[config.mk]
export PLATFORM = sky130hd
export DESIGN_NAME = e203_icb_sram_slv
export DESIGN_NICKNAME = d
export VERILOG_FILES = /design/src/rtl/e203_icb_sram_slv_pkg.sv /design/src/rtl/e203_icb_rsp_buf.sv /design/src/rtl/e203_icb_sram_slv.sv
export SDC_FILE = /design/constraint.sdc
export NUM_CORES = 1
export LEC_CHECK = 0
export CORE_UTILIZATION = 40
export CTS_CLUSTER_DIAMETER = 120
export DETAILED_ROUTE_END_ITERATION = 12
export PLACE_DENSITY = 0.76
export SLEW_MARGIN = 15
export SYNTH_ARGS = -nofsm -noshare
export SYNTH_HDL_FRONTEND = slang
export SYNTH_SLANG_ARGS = --single-unit
[constraint.sdc]
create_clock -name clk -period 1.9 [get_ports clk]
set_clock_uncertainty 0.15 [all_clocks]
set_input_delay 0.38 -clock clk [delete_from_list [all_inputs] [get_ports clk]]
set_output_delay 0.38 -clock clk [all_outputs]
set_load 0.02 [all_outputs]
[src/rtl/e203_icb_sram_slv_pkg.sv]
// Shared definitions for the ICB-to-SRAM responder: size encodings, defaults, response entry.
package e203_icb_sram_slv_pkg;

  localparam int unsigned E203_XLEN = 32;

  localparam logic [1:0] ICB_SIZE_BYTE = 2'd0;
  localparam logic [1:0] ICB_SIZE_HALF = 2'd1;
  localparam logic [1:0] ICB_SIZE_WORD = 2'd2;
  localparam logic [1:0] ICB_SIZE_RSVD = 2'd3;

  localparam int unsigned SRAM_AW_DFLT   = 16;
  localparam logic [31:0] SRAM_BASE_DFLT = 32'h9000_0000;

  // One buffered response: error flag, exclusive-success flag and read data.
  typedef struct packed {
    logic                 err;
    logic                 excl_ok;
    logic [E203_XLEN-1:0] rdata;
  } rsp_ent_t;

  localparam int unsigned RSP_W = $bits(rsp_ent_t);

endpackage

[src/rtl/e203_icb_rsp_buf.sv]
// Two-entry synchronous response FIFO; full/empty are registered flags.
module e203_icb_rsp_buf
  import e203_icb_sram_slv_pkg::*;
#(
  parameter int unsigned W = RSP_W
) (
  input  logic         clk,
  input  logic         rst_n,
  input  logic         push,
  input  logic [W-1:0] din,
  input  logic         pop,
  output logic [W-1:0] dout,
  output logic         full,
  output logic         empty
);

  logic [W-1:0] mem [2];
  logic         wr_ptr;
  logic         rd_ptr;
  logic [1:0]   cnt;
  logic [1:0]   cnt_nxt;

  // Entry count after this cycle's push/pop.
  always_comb begin
    cnt_nxt = cnt + 2'(push) - 2'(pop);
  end

  // Storage, pointers and status flags.
  always_ff @(posedge clk or negedge rst_n) begin
    if (!rst_n) begin
      mem[0] <= '0;
      mem[1] <= '0;
      wr_ptr <= 1'b0;
      rd_ptr <= 1'b0;
      cnt    <= 2'd0;
      full   <= 1'b0;
      empty  <= 1'b1;
    end else begin
      if (push) begin
        mem[wr_ptr] <= din;
        wr_ptr      <= ~wr_ptr;
      end
      if (pop) begin
        rd_ptr <= ~rd_ptr;
      end
      cnt   <= cnt_nxt;
      full  <= (cnt_nxt == 2'd2);
      empty <= (cnt_nxt == 2'd0);
    end
  end

  assign dout = mem[rd_ptr];

endmodule

[src/rtl/e203_icb_sram_slv.sv]
// ICB responder in front of a 1-cycle-latency single-port SRAM with an LR/SC monitor.
module e203_icb_sram_slv
  import e203_icb_sram_slv_pkg::*;
#(
  parameter int unsigned AW   = SRAM_AW_DFLT,
  parameter logic [31:0] BASE = SRAM_BASE_DFLT
) (
  input  logic          clk,
  input  logic          rst_n,
  input  logic          icb_cmd_valid,
  output logic          icb_cmd_ready,
  input  logic [31:0]   icb_cmd_addr,
  input  logic          icb_cmd_read,
  input  logic [31:0]   icb_cmd_wdata,
  input  logic [3:0]    icb_cmd_wmask,
  input  logic          icb_cmd_lock,
  input  logic          icb_cmd_excl,
  input  logic [1:0]    icb_cmd_size,
  output logic          icb_rsp_valid,
  input  logic          icb_rsp_ready,
  output logic          icb_rsp_err,
  output logic          icb_rsp_excl_ok,
  output logic [31:0]   icb_rsp_rdata,
  input  logic          excl_clr,
  output logic          ram_cs,
  output logic          ram_we,
  output logic [AW-3:0] ram_addr,
  output logic [3:0]    ram_wem,
  output logic [31:0]   ram_din,
  input  logic [31:0]   ram_dout
);

  localparam int unsigned WAW = AW - 2;

  logic           accept;
  logic           rng_err;
  logic           aln_err;
  logic           cmd_err;
  logic [WAW-1:0] cmd_word;
  logic           resv_hit;
  logic           excl_wr;
  logic           excl_ok;
  logic           rsp_hs;
  logic [1:0]     occ;
  logic [1:0]     occ_nxt;

  logic           if_vld;
  logic           if_err;
  logic           if_eok;
  logic           if_read;

  logic           resv_vld;
  logic [WAW-1:0] resv_addr;

  logic             buf_push;
  logic             buf_pop;
  logic [RSP_W-1:0] buf_dout;
  logic             buf_full;
  logic             buf_empty;
  rsp_ent_t         if_ent;
  rsp_ent_t         head_ent;
  rsp_ent_t         out_ent;
  logic             unused_lock_full;

  // Command decode: range/alignment error, reservation match, SRAM access.
  assign accept   = icb_cmd_valid & icb_cmd_ready;
  assign rng_err  = (icb_cmd_addr[31:AW] != BASE[31:AW]);
  assign aln_err  = ((icb_cmd_size == ICB_SIZE_HALF) & icb_cmd_addr[0])
                  | ((icb_cmd_size == ICB_SIZE_WORD) & (icb_cmd_addr[1:0] != 2'b00))
                  | (icb_cmd_size == ICB_SIZE_RSVD);
  assign cmd_err  = rng_err | aln_err;
  assign cmd_word = icb_cmd_addr[AW-1:2];
  assign resv_hit = resv_vld & (resv_addr == cmd_word);
  assign excl_wr  = accept & ~cmd_err & icb_cmd_excl & ~icb_cmd_read;
  assign excl_ok  = excl_wr & resv_hit;

  assign ram_cs   = accept & ~cmd_err & ~(excl_wr & ~resv_hit);
  assign ram_we   = ~icb_cmd_read;
  assign ram_wem  = icb_cmd_wmask & {4{~icb_cmd_read}};
  assign ram_addr = cmd_word;
  assign ram_din  = icb_cmd_wdata;

  // Occupancy: accepted-but-unanswered commands; cmd_ready is registered from it.
  assign rsp_hs  = icb_rsp_valid & icb_rsp_ready;
  assign occ_nxt = occ + 2'(accept) - 2'(rsp_hs);

  always_ff @(posedge clk or negedge rst_n) begin
    if (!rst_n) begin
      occ           <= 2'd0;
      icb_cmd_ready <= 1'b1;
    end else begin
      occ           <= occ_nxt;
      icb_cmd_ready <= (occ_nxt < 2'd2);
    end
  end

  // One-cycle in-flight stage, waiting for the SRAM read data.
  always_ff @(posedge clk or negedge rst_n) begin
    if (!rst_n) begin
      if_vld  <= 1'b0;
      if_err  <= 1'b0;
      if_eok  <= 1'b0;
      if_read <= 1'b0;
    end else begin
      if_vld  <= accept;
      if_err  <= cmd_err;
      if_eok  <= excl_ok;
      if_read <= icb_cmd_read;
    end
  end

  // Exclusive monitor; excl_clr wins over a same-cycle set.
  always_ff @(posedge clk or negedge rst_n) begin
    if (!rst_n) begin
      resv_vld  <= 1'b0;
      resv_addr <= '0;
    end else if (excl_clr) begin
      resv_vld <= 1'b0;
    end else if (accept & ~cmd_err) begin
      if (icb_cmd_read & icb_cmd_excl) begin
        resv_vld  <= 1'b1;
        resv_addr <= cmd_word;
      end else if (~icb_cmd_read & (icb_cmd_excl | resv_hit)) begin
        resv_vld <= 1'b0;
      end
    end
  end

  // Response selection: buffer head if anything is queued, else the in-flight entry.
  always_comb begin
    if_ent         = '0;
    if_ent.err     = if_vld & if_err;
    if_ent.excl_ok = if_vld & if_eok;
    if_ent.rdata   = (if_vld & if_read & ~if_err) ? ram_dout : '0;
    head_ent       = rsp_ent_t'(buf_dout);
    out_ent        = buf_empty ? if_ent : head_ent;
  end

  // In-flight entry goes into the buffer unless it is presented and taken right away.
  assign buf_push = if_vld & ~(buf_empty & icb_rsp_ready);
  assign buf_pop  = ~buf_empty & icb_rsp_ready;

  e203_icb_rsp_buf #(.W(RSP_W)) u_rsp_buf (
    .clk   (clk),
    .rst_n (rst_n),
    .push  (buf_push),
    .din   (RSP_W'(if_ent)),
    .pop   (buf_pop),
    .dout  (buf_dout),
    .full  (buf_full),
    .empty (buf_empty)
  );

  assign icb_rsp_valid   = ~buf_empty | if_vld;
  assign icb_rsp_err     = out_ent.err;
  assign icb_rsp_excl_ok = out_ent.excl_ok;
  assign icb_rsp_rdata   = out_ent.rdata;

  // Lock is not used by this memory; occupancy already prevents buffer overflow.
  assign unused_lock_full = icb_cmd_lock | buf_full;

endmodule

==> impl_results.md, run 1 <==
- Mean Syn Cell Area: 9.38 µm²
- Placeable core area: between 0.01 and 0.015 mm²
- Area grow syn2layout: 76.1%
- Register area share after synthesis: 0.477
- Mapped Area: 0.00499 mm²
- Total number of vias: 4747
- Longest Clk Path Bufs: 2
- Pre-Repair DR Iteration Count: 5
- Final setup margin: -781 ps
- Slew Limit Headroom: 0.768
- Global-route wire length before repair: 22900 µm
- Worst-margin pin slew: 344 ps
- Nets@finish: 850
- Antenna violations before repair: 0
- Post-synth top area share: 0.466
- Dpl ws: -1370 ps
- Async SR Flop Fraction: 1.00
- CP Launch Type: flip-flop
- Clock Sink Count: 95
- Drt drc: 0
- Crit Path Max Fanout: 2
- Total CTS buffers: 9
- Final setup fails: 40
- Initial DRC count: 208
- Root buf cell: clkbuf_16
- Post-synthesis xor/xnor area fraction: 0.0351
- Most frequent cell after synthesis: nand2_1
- Hold crit path type: reg2reg
- Die Height: roughly 110 µm
- Post-Route Setup TNS: -9660 ps
- Clk slew on worst S/H paths: 70 ps
- VDD IR max: 0.556 mV
- Mux cell area share after synthesis: 0.0522
- Max Fclk: roughly 370 MHz
- Largest family of logic cells by synthesized area: compound AO/OA/AOI/OAI gates
- Final WL: 16800 µm
- CP Capture Type: output pin
- Multi-input logic area: 0.00304 mm²
- ANT nets after route: 0
- Number of enable flip-flop cells after synthesis: 0
- Post-synth top cells: nand2_1 (102), dfrtp_1 (93), o21ai_0 (65), buf_4 (46), nor2b_1 (38)
- Max Cap Violations: 0
- Flip-flop and latch area: 0.00238 mm²
- Vias in the first global route: 4627
- Post-route insts no fill: just over 900
- Grt ovf: 0
- Die ar.: 0.0129 mm²
- Vias per cell: 5.23
- Synth Area in Compound Gates: 0.162
- H-tree depth: 3
- I/O Buffers: 132
- Fill count: 763
- Mapped Nets: roughly 650
- Clock latency on the worst-skew pair: between 300 and 400 ps
- Fin crit share: 1.41
- Adder-Cell Fraction of Synth Area: 0.0100
- Post-DP Area: 0.00698 mm²
- CP required: 1370 ps
- WP data arrival: 2150 ps
- GRT Total Usage: 0.226
- Inserted Diodes: 0
- CTS tree: built
- Final Cell Area: 0.00879 mm²
- Share of cells above drive strength 1: 0.509
- Kind of critical path: reg2out
- Power per cell area: 992 mW/mm²
- I/O Pins: 198
- Die Wd: 114 µm
- Minimum clock period: 2680 ps
- Post-Synth Simple-Gate Area: 0.161
- Wire length per cell: around 19 µm
- Cell count after placement: approximately 830
- Gpl congestion: 0.743
- R2R Setup Slk: -130 ps
- Static leakage: about 4 nW
- Final Hold Fails: 0
- RSZ-0062 raised after global routing: true
- Failing checks: negative setup slack
- Pin count of the biggest net entering global routing: 47
- Hpwl dp: 8610 µm
- Yosys reg bits: 95
- Predominant post-synthesis flop cell: dfrtp_1
- Yosys warnings: 0
- Max Slew Vio Count: 0
- Initial Utilization: 0.414
- Post-synth top area cell: dfrtp_1
- Syn Inst Count: 532
- Status: finished, violations left
- Rows: 40
- Synth area leaders: dfrtp_1 (47%), nand2_1 (7.7%), buf_4 (6.9%), o21ai_0 (6.5%), a211oi_1 (4.8%)
- Library cells used by synthesis: 43
-- kinds of logic (layout without fill, tap and decap cells) --
logic type,Yosys count,count (layout)
AOI/OAI and AO/OA,139,139
xor gates and xnor gates,20,20
DFF,95,95
and+or+nand+nor,166,166
adders and majority gates,4,4
muxes,20,20
buffers and inverters,88,296
-- timing repair --
action | 4_1_cts | 5_1_grt
setup buffers | 41 | 25
pin swaps | 33 | 56
setup endpoints to repair | 77 | 95
hold endpoints to repair | 12 | 0
cloned | 6 | 10
hold buffers | 1 | 0
gates resized for setup | 370 | 147
-- state kept, by name, indices dropped and copies added, names as in the netlist, 2 cells and up --
name	flops
occ	2
resv_addr	14
u_rsp_buf.cnt	2
u_rsp_buf.mem	68
-- layer usage --
layer / track usage / vias up / part of all wire
met5: 0 / - / 0
met4: 0.0719 / 0 / 0.036
met3: 0.0425 / 62 / 0.059
met2: 0.408 / 205 / 0.53
met1: 0.271 / 2309 / 0.38
li1: - / 2171 / -
-- final timing paths --
kind / startpoint / end / cells past startpoint
worst min-delay path: u_rsp_buf.mem[58] / u_rsp_buf.mem[58] / 2
min in group asynchronous: rst_n / u_rsp_buf.mem[39] / 2
worst min register to register: u_rsp_buf.mem[58] / u_rsp_buf.mem[58] / 2
worst max-delay path: resv_addr[12] / ram_cs / 5
worst max register to register: u_rsp_buf.empty / icb_cmd_ready / 10
max in group asynchronous: rst_n / icb_cmd_ready / 3
-- through the flow --
stage / hold slack, ps / util / total power [W]
after floorplan: -65.6 / - / 0.00400
after global placement: 97.0 / 0.579 / 0.00531
after detailed placement: 101 / 0.579 / 0.00535
after CTS: 298 / 0.668 / 0.00747
after global routing: 327 / 0.729 / 0.00907
final: 322 / 0.729 / 0.00871
-- layout by cell type, fill, tap and decap left out, types with 7 or more instances in the layout --
cell type / count
dlygate4sd2_1: 20
clkbuf_2: 7
xnor2_1: 7
buf_12: 16
dfrtp_1: 92
mux2_4: 10
clkbuf_16: 18
nand2_1: 66
buf_4: 97
buf_2: 7
buf_6: 50
xnor2_2: 9
nand2_2: 10
clkdlybuf4s50_1: 47
mux2_2: 8
dlymetal6s2s_1: 9
o21ai_0: 63
nand2_4: 24
a21oi_2: 26
nor2b_1: 29
a211oi_2: 24
-- power by group --
part / switching, W / total (W) / internal, W
Sequential: 0.0000977 / 0.00224 / 0.00214
Combinational: 0.00240 / 0.00479 / 0.00239
Clock: 0.000737 / 0.00169 / 0.000950
Total: 0.00323 / 0.00871 / 0.00548
-- final cells by class --
cell class | count | share of cell area
Sequential cell | 95 | 0.271
Tap cell | 168 | 0.0239
Timing Repair Buffer | 273 | 0.324
Clock inverter | 3 | 0.00214
Clock buffer | 12 | 0.0292
Multi-Input combinational cell | 349 | 0.346
Inverter | 8 | 0.00342
-- worst max-delay path, stage by stage, from the launching register on --
cell	delay (ps)
dfrtp_1	410
xnor2_1	160
nand4_1	140
or4_4	590
a2111oi_4	310
buf_4	200
(Power assumes the default switching activity.)
==> inputs of run 2 (changes only) <==
--- a/config.mk
+++ b/config.mk
@@ -5,10 +5,12 @@
 export SDC_FILE = /design/constraint.sdc
 export NUM_CORES = 1
 export LEC_CHECK = 0
-export CORE_UTILIZATION = 40
+export CORE_MARGIN = 3
+export CORE_UTILIZATION = 25
+export CTS_BUF_LIST = sky130_fd_sc_hd__clkbuf_8 sky130_fd_sc_hd__clkbuf_16
 export CTS_CLUSTER_DIAMETER = 120
 export DETAILED_ROUTE_END_ITERATION = 12
-export PLACE_DENSITY = 0.76
+export PLACE_DENSITY = 0.51
 export SLEW_MARGIN = 15
 export SYNTH_ARGS = -nofsm -noshare
 export SYNTH_HDL_FRONTEND = slang
==> run 2 against run 1 <==
Net effect:
- the flow still finishes with violations (negative setup slack)
- flip-flop and latch count did not move
- global-route usage down 8.8 points
- clock power rose by 10%
- sequential share of layout area shrank 2.8 points
- critical path depth unchanged
- worst hold slack better by 4.9 ps
- fmax rose by 1.8%
- non-clock buffer count is 26 higher
- combinational power up 23%
- critical path type unchanged
- largest cell class unchanged
==> impl_results.md, run 2 (synthesis gave the netlist of run 1 again) <==
- CP Launch Type: flip-flop (unchanged)
- Total CTS buffers: 9 (unchanged)
- Max Fclk: 380 MHz (was 373 MHz)
- Clock latency on the worst-skew pair: 350 ps (was 340 ps)
- GRT Total Usage: 0.138 (was 0.226)
- Die Height: 147 µm (was 114 µm)
- Placeable core area: 0.0195 mm² (was 0.0121 mm²)
- Dpl ws: -1330 ps (was -1370 ps)
- Clock Sink Count: 95 (unchanged)
- Initial Utilization: 0.256 (was 0.414)
- Clk slew on worst S/H paths: 70 ps (about the same)
- Largest registers: u_rsp_buf.mem x68, resv_addr x14 (unchanged)
- Failing checks: negative setup slack (unchanged)
- Hold crit path type: in2async (was reg2reg)
- Most frequent cells in the layout: dfrtp_1 (92), buf_4 (92), buf_6 (70) (was buf_4 (97), dfrtp_1 (92), nand2_1 (66))
- Inserted Diodes: 0 (unchanged)
- Status: finished, violations left (unchanged)
- Final setup margin: -735 ps (was -781 ps)
- Share of cells above drive strength 1: 0.653 (was 0.509)
- Hpwl dp: 9550 µm (was 8610 µm)
- WP data arrival: 2100 ps (was 2150 ps)
- CTS tree: built (unchanged)
- Final setup fails: 104 (was 40)
- Final Hold Fails: 0 (unchanged)
- RSZ-0062 raised after global routing: true (unchanged)
- VDD IR max: 0.643 mV (was 0.556 mV)
- Fin crit share: 1.39 (was 1.41)
- Max Slew Vio Count: 0 (unchanged)
- Slew Limit Headroom: 0.698 (was 0.768)
- Rows: 51 (was 40)
- Die Wd: 147 µm (was 114 µm)
- Wire length per cell: 16.7 µm (was 18.5 µm)
- CP Capture Type: output pin (unchanged)
- I/O Pins: 198 (unchanged)
- Max reg flops: 68 (unchanged)
- Crit Path Max Fanout: 2 (unchanged)
- Pre-Repair DR Iteration Count: 4 (was 5)
- Total power: 0.0100 W (was 0.00871 W)
- Vias in the first global route: 4935 (was 4627)
- Nets@finish: 878 (was 850)
- Minimum clock period: 2630 ps (was 2680 ps)
- Static leakage: 4.21 nW (was 3.99 nW)
- Max Cap Violations: 0 (unchanged)
- Gpl congestion: 0.815 (was 0.743)
- Root buf cell: clkbuf_16 (unchanged)
- CP required: 1370 ps (about the same)
- H-tree depth: 3 (unchanged)
- Longest Clk Path Bufs: 2 (unchanged)
- Area grow syn2layout: 96.9% (was 76.1%)
- Vias per cell: 4.59 (was 5.23)
- Antenna violations before repair: 0 (unchanged)
- ANT nets after route: 0 (unchanged)
- Drt drc: 0 (unchanged)
- Power per cell area: 1020 mW/mm² (was 992 mW/mm²)
- Die ar.: 0.0217 mm² (was 0.0129 mm²)
- Post-layout util: 0.503 (was 0.729)
- Kind of critical path: reg2out (unchanged)
- Initial DRC count: 142 (was 208)
- Global-route wire length before repair: 24300 µm (was 22900 µm)
- Grt ovf: 0 (unchanged)
- Final WL: 17300 µm (was 16800 µm)
- Total number of vias: 4743 (was 4747)
- Worst-margin pin slew: 453 ps (was 344 ps)
- Pin count of the biggest net entering global routing: 51 (was 47)
- I/O Buffers: 132 (unchanged)
- Biggest register: u_rsp_buf.mem (unchanged)
## run 2: worst paths after layout
| check | start | to | slack (ps) | cells past startpoint |
|---|---|---|---|---|
| min in group clk | u_rsp_buf.mem[46] | u_rsp_buf.mem[46] | 330 | 2 |
| setup / recovery | resv_addr[13] | ram_cs | -730 | 5 |
| hold / removal | rst_n | resv_addr[10] | 330 | 2 |
| setup reg to reg | u_rsp_buf.empty | icb_cmd_ready | -320 | 11 |
| max in group asynchronous | rst_n | u_rsp_buf.empty | 680 | 3 |
| hold reg to reg | u_rsp_buf.mem[46] | u_rsp_buf.mem[46] | 330 | 2 |
## run 2: what timing repair did
action | 4_1_cts | 5_1_grt
hold buffers | 1 | 0
cloned | 4 | 19
endpoints found under the hold margin | 21 | 0
buffers inserted | 48 | 34
setup endpoints to repair | 78 | 126
pin swaps | 25 | 90
gates resized for setup | 389 | 341
## run 2: metal layers
layer	share of wire	vias up	track usage
li1	-	2237	-
met1	0.41	2340	0.163
met2	0.52	138	0.237
met3	0.055	28	0.0472
met4	0.015	0	0.0443
met5	0	-	0
## run 2: metrics by stage
step	hold slack (ps)	TNS [ps]	instances	instance area [µm²]
3_3_place_gp	159	-29460	942	7200
4_1_cts	322	-13110	1006	8370
5_1_grt	360	-21350	1034	9820
6_report	327	-15380	1034	9820
2_1_floorplan	-65.6	-1370	532	5190
3_5_place_dp	167	-29880	942	7200
## run 2: layout make-up
cell class,instances,area [µm²]
timing repair buffer,299,3260
tap,265,332
inverter,8,30.0
sequential,95,2380
fill,1711,9700
multi-input combinational,351,3510
clock buffer,10,239
clock inverter,6,67.6
## run 2: critical path, stage by stage, from the launching register on
cell and delay, ps:
dfrtp_1 430, xnor2_2 140, nand4_1 130, or4_4 580
a2111oi_4 290, buf_4 190
## run 2: power by group
group	switching, W	leakage, nW	internal [W]
sequential	0.000124	1.29	0.00215
combinational	0.00287	2.78	0.00302
clock	0.000799	0.145	0.00106
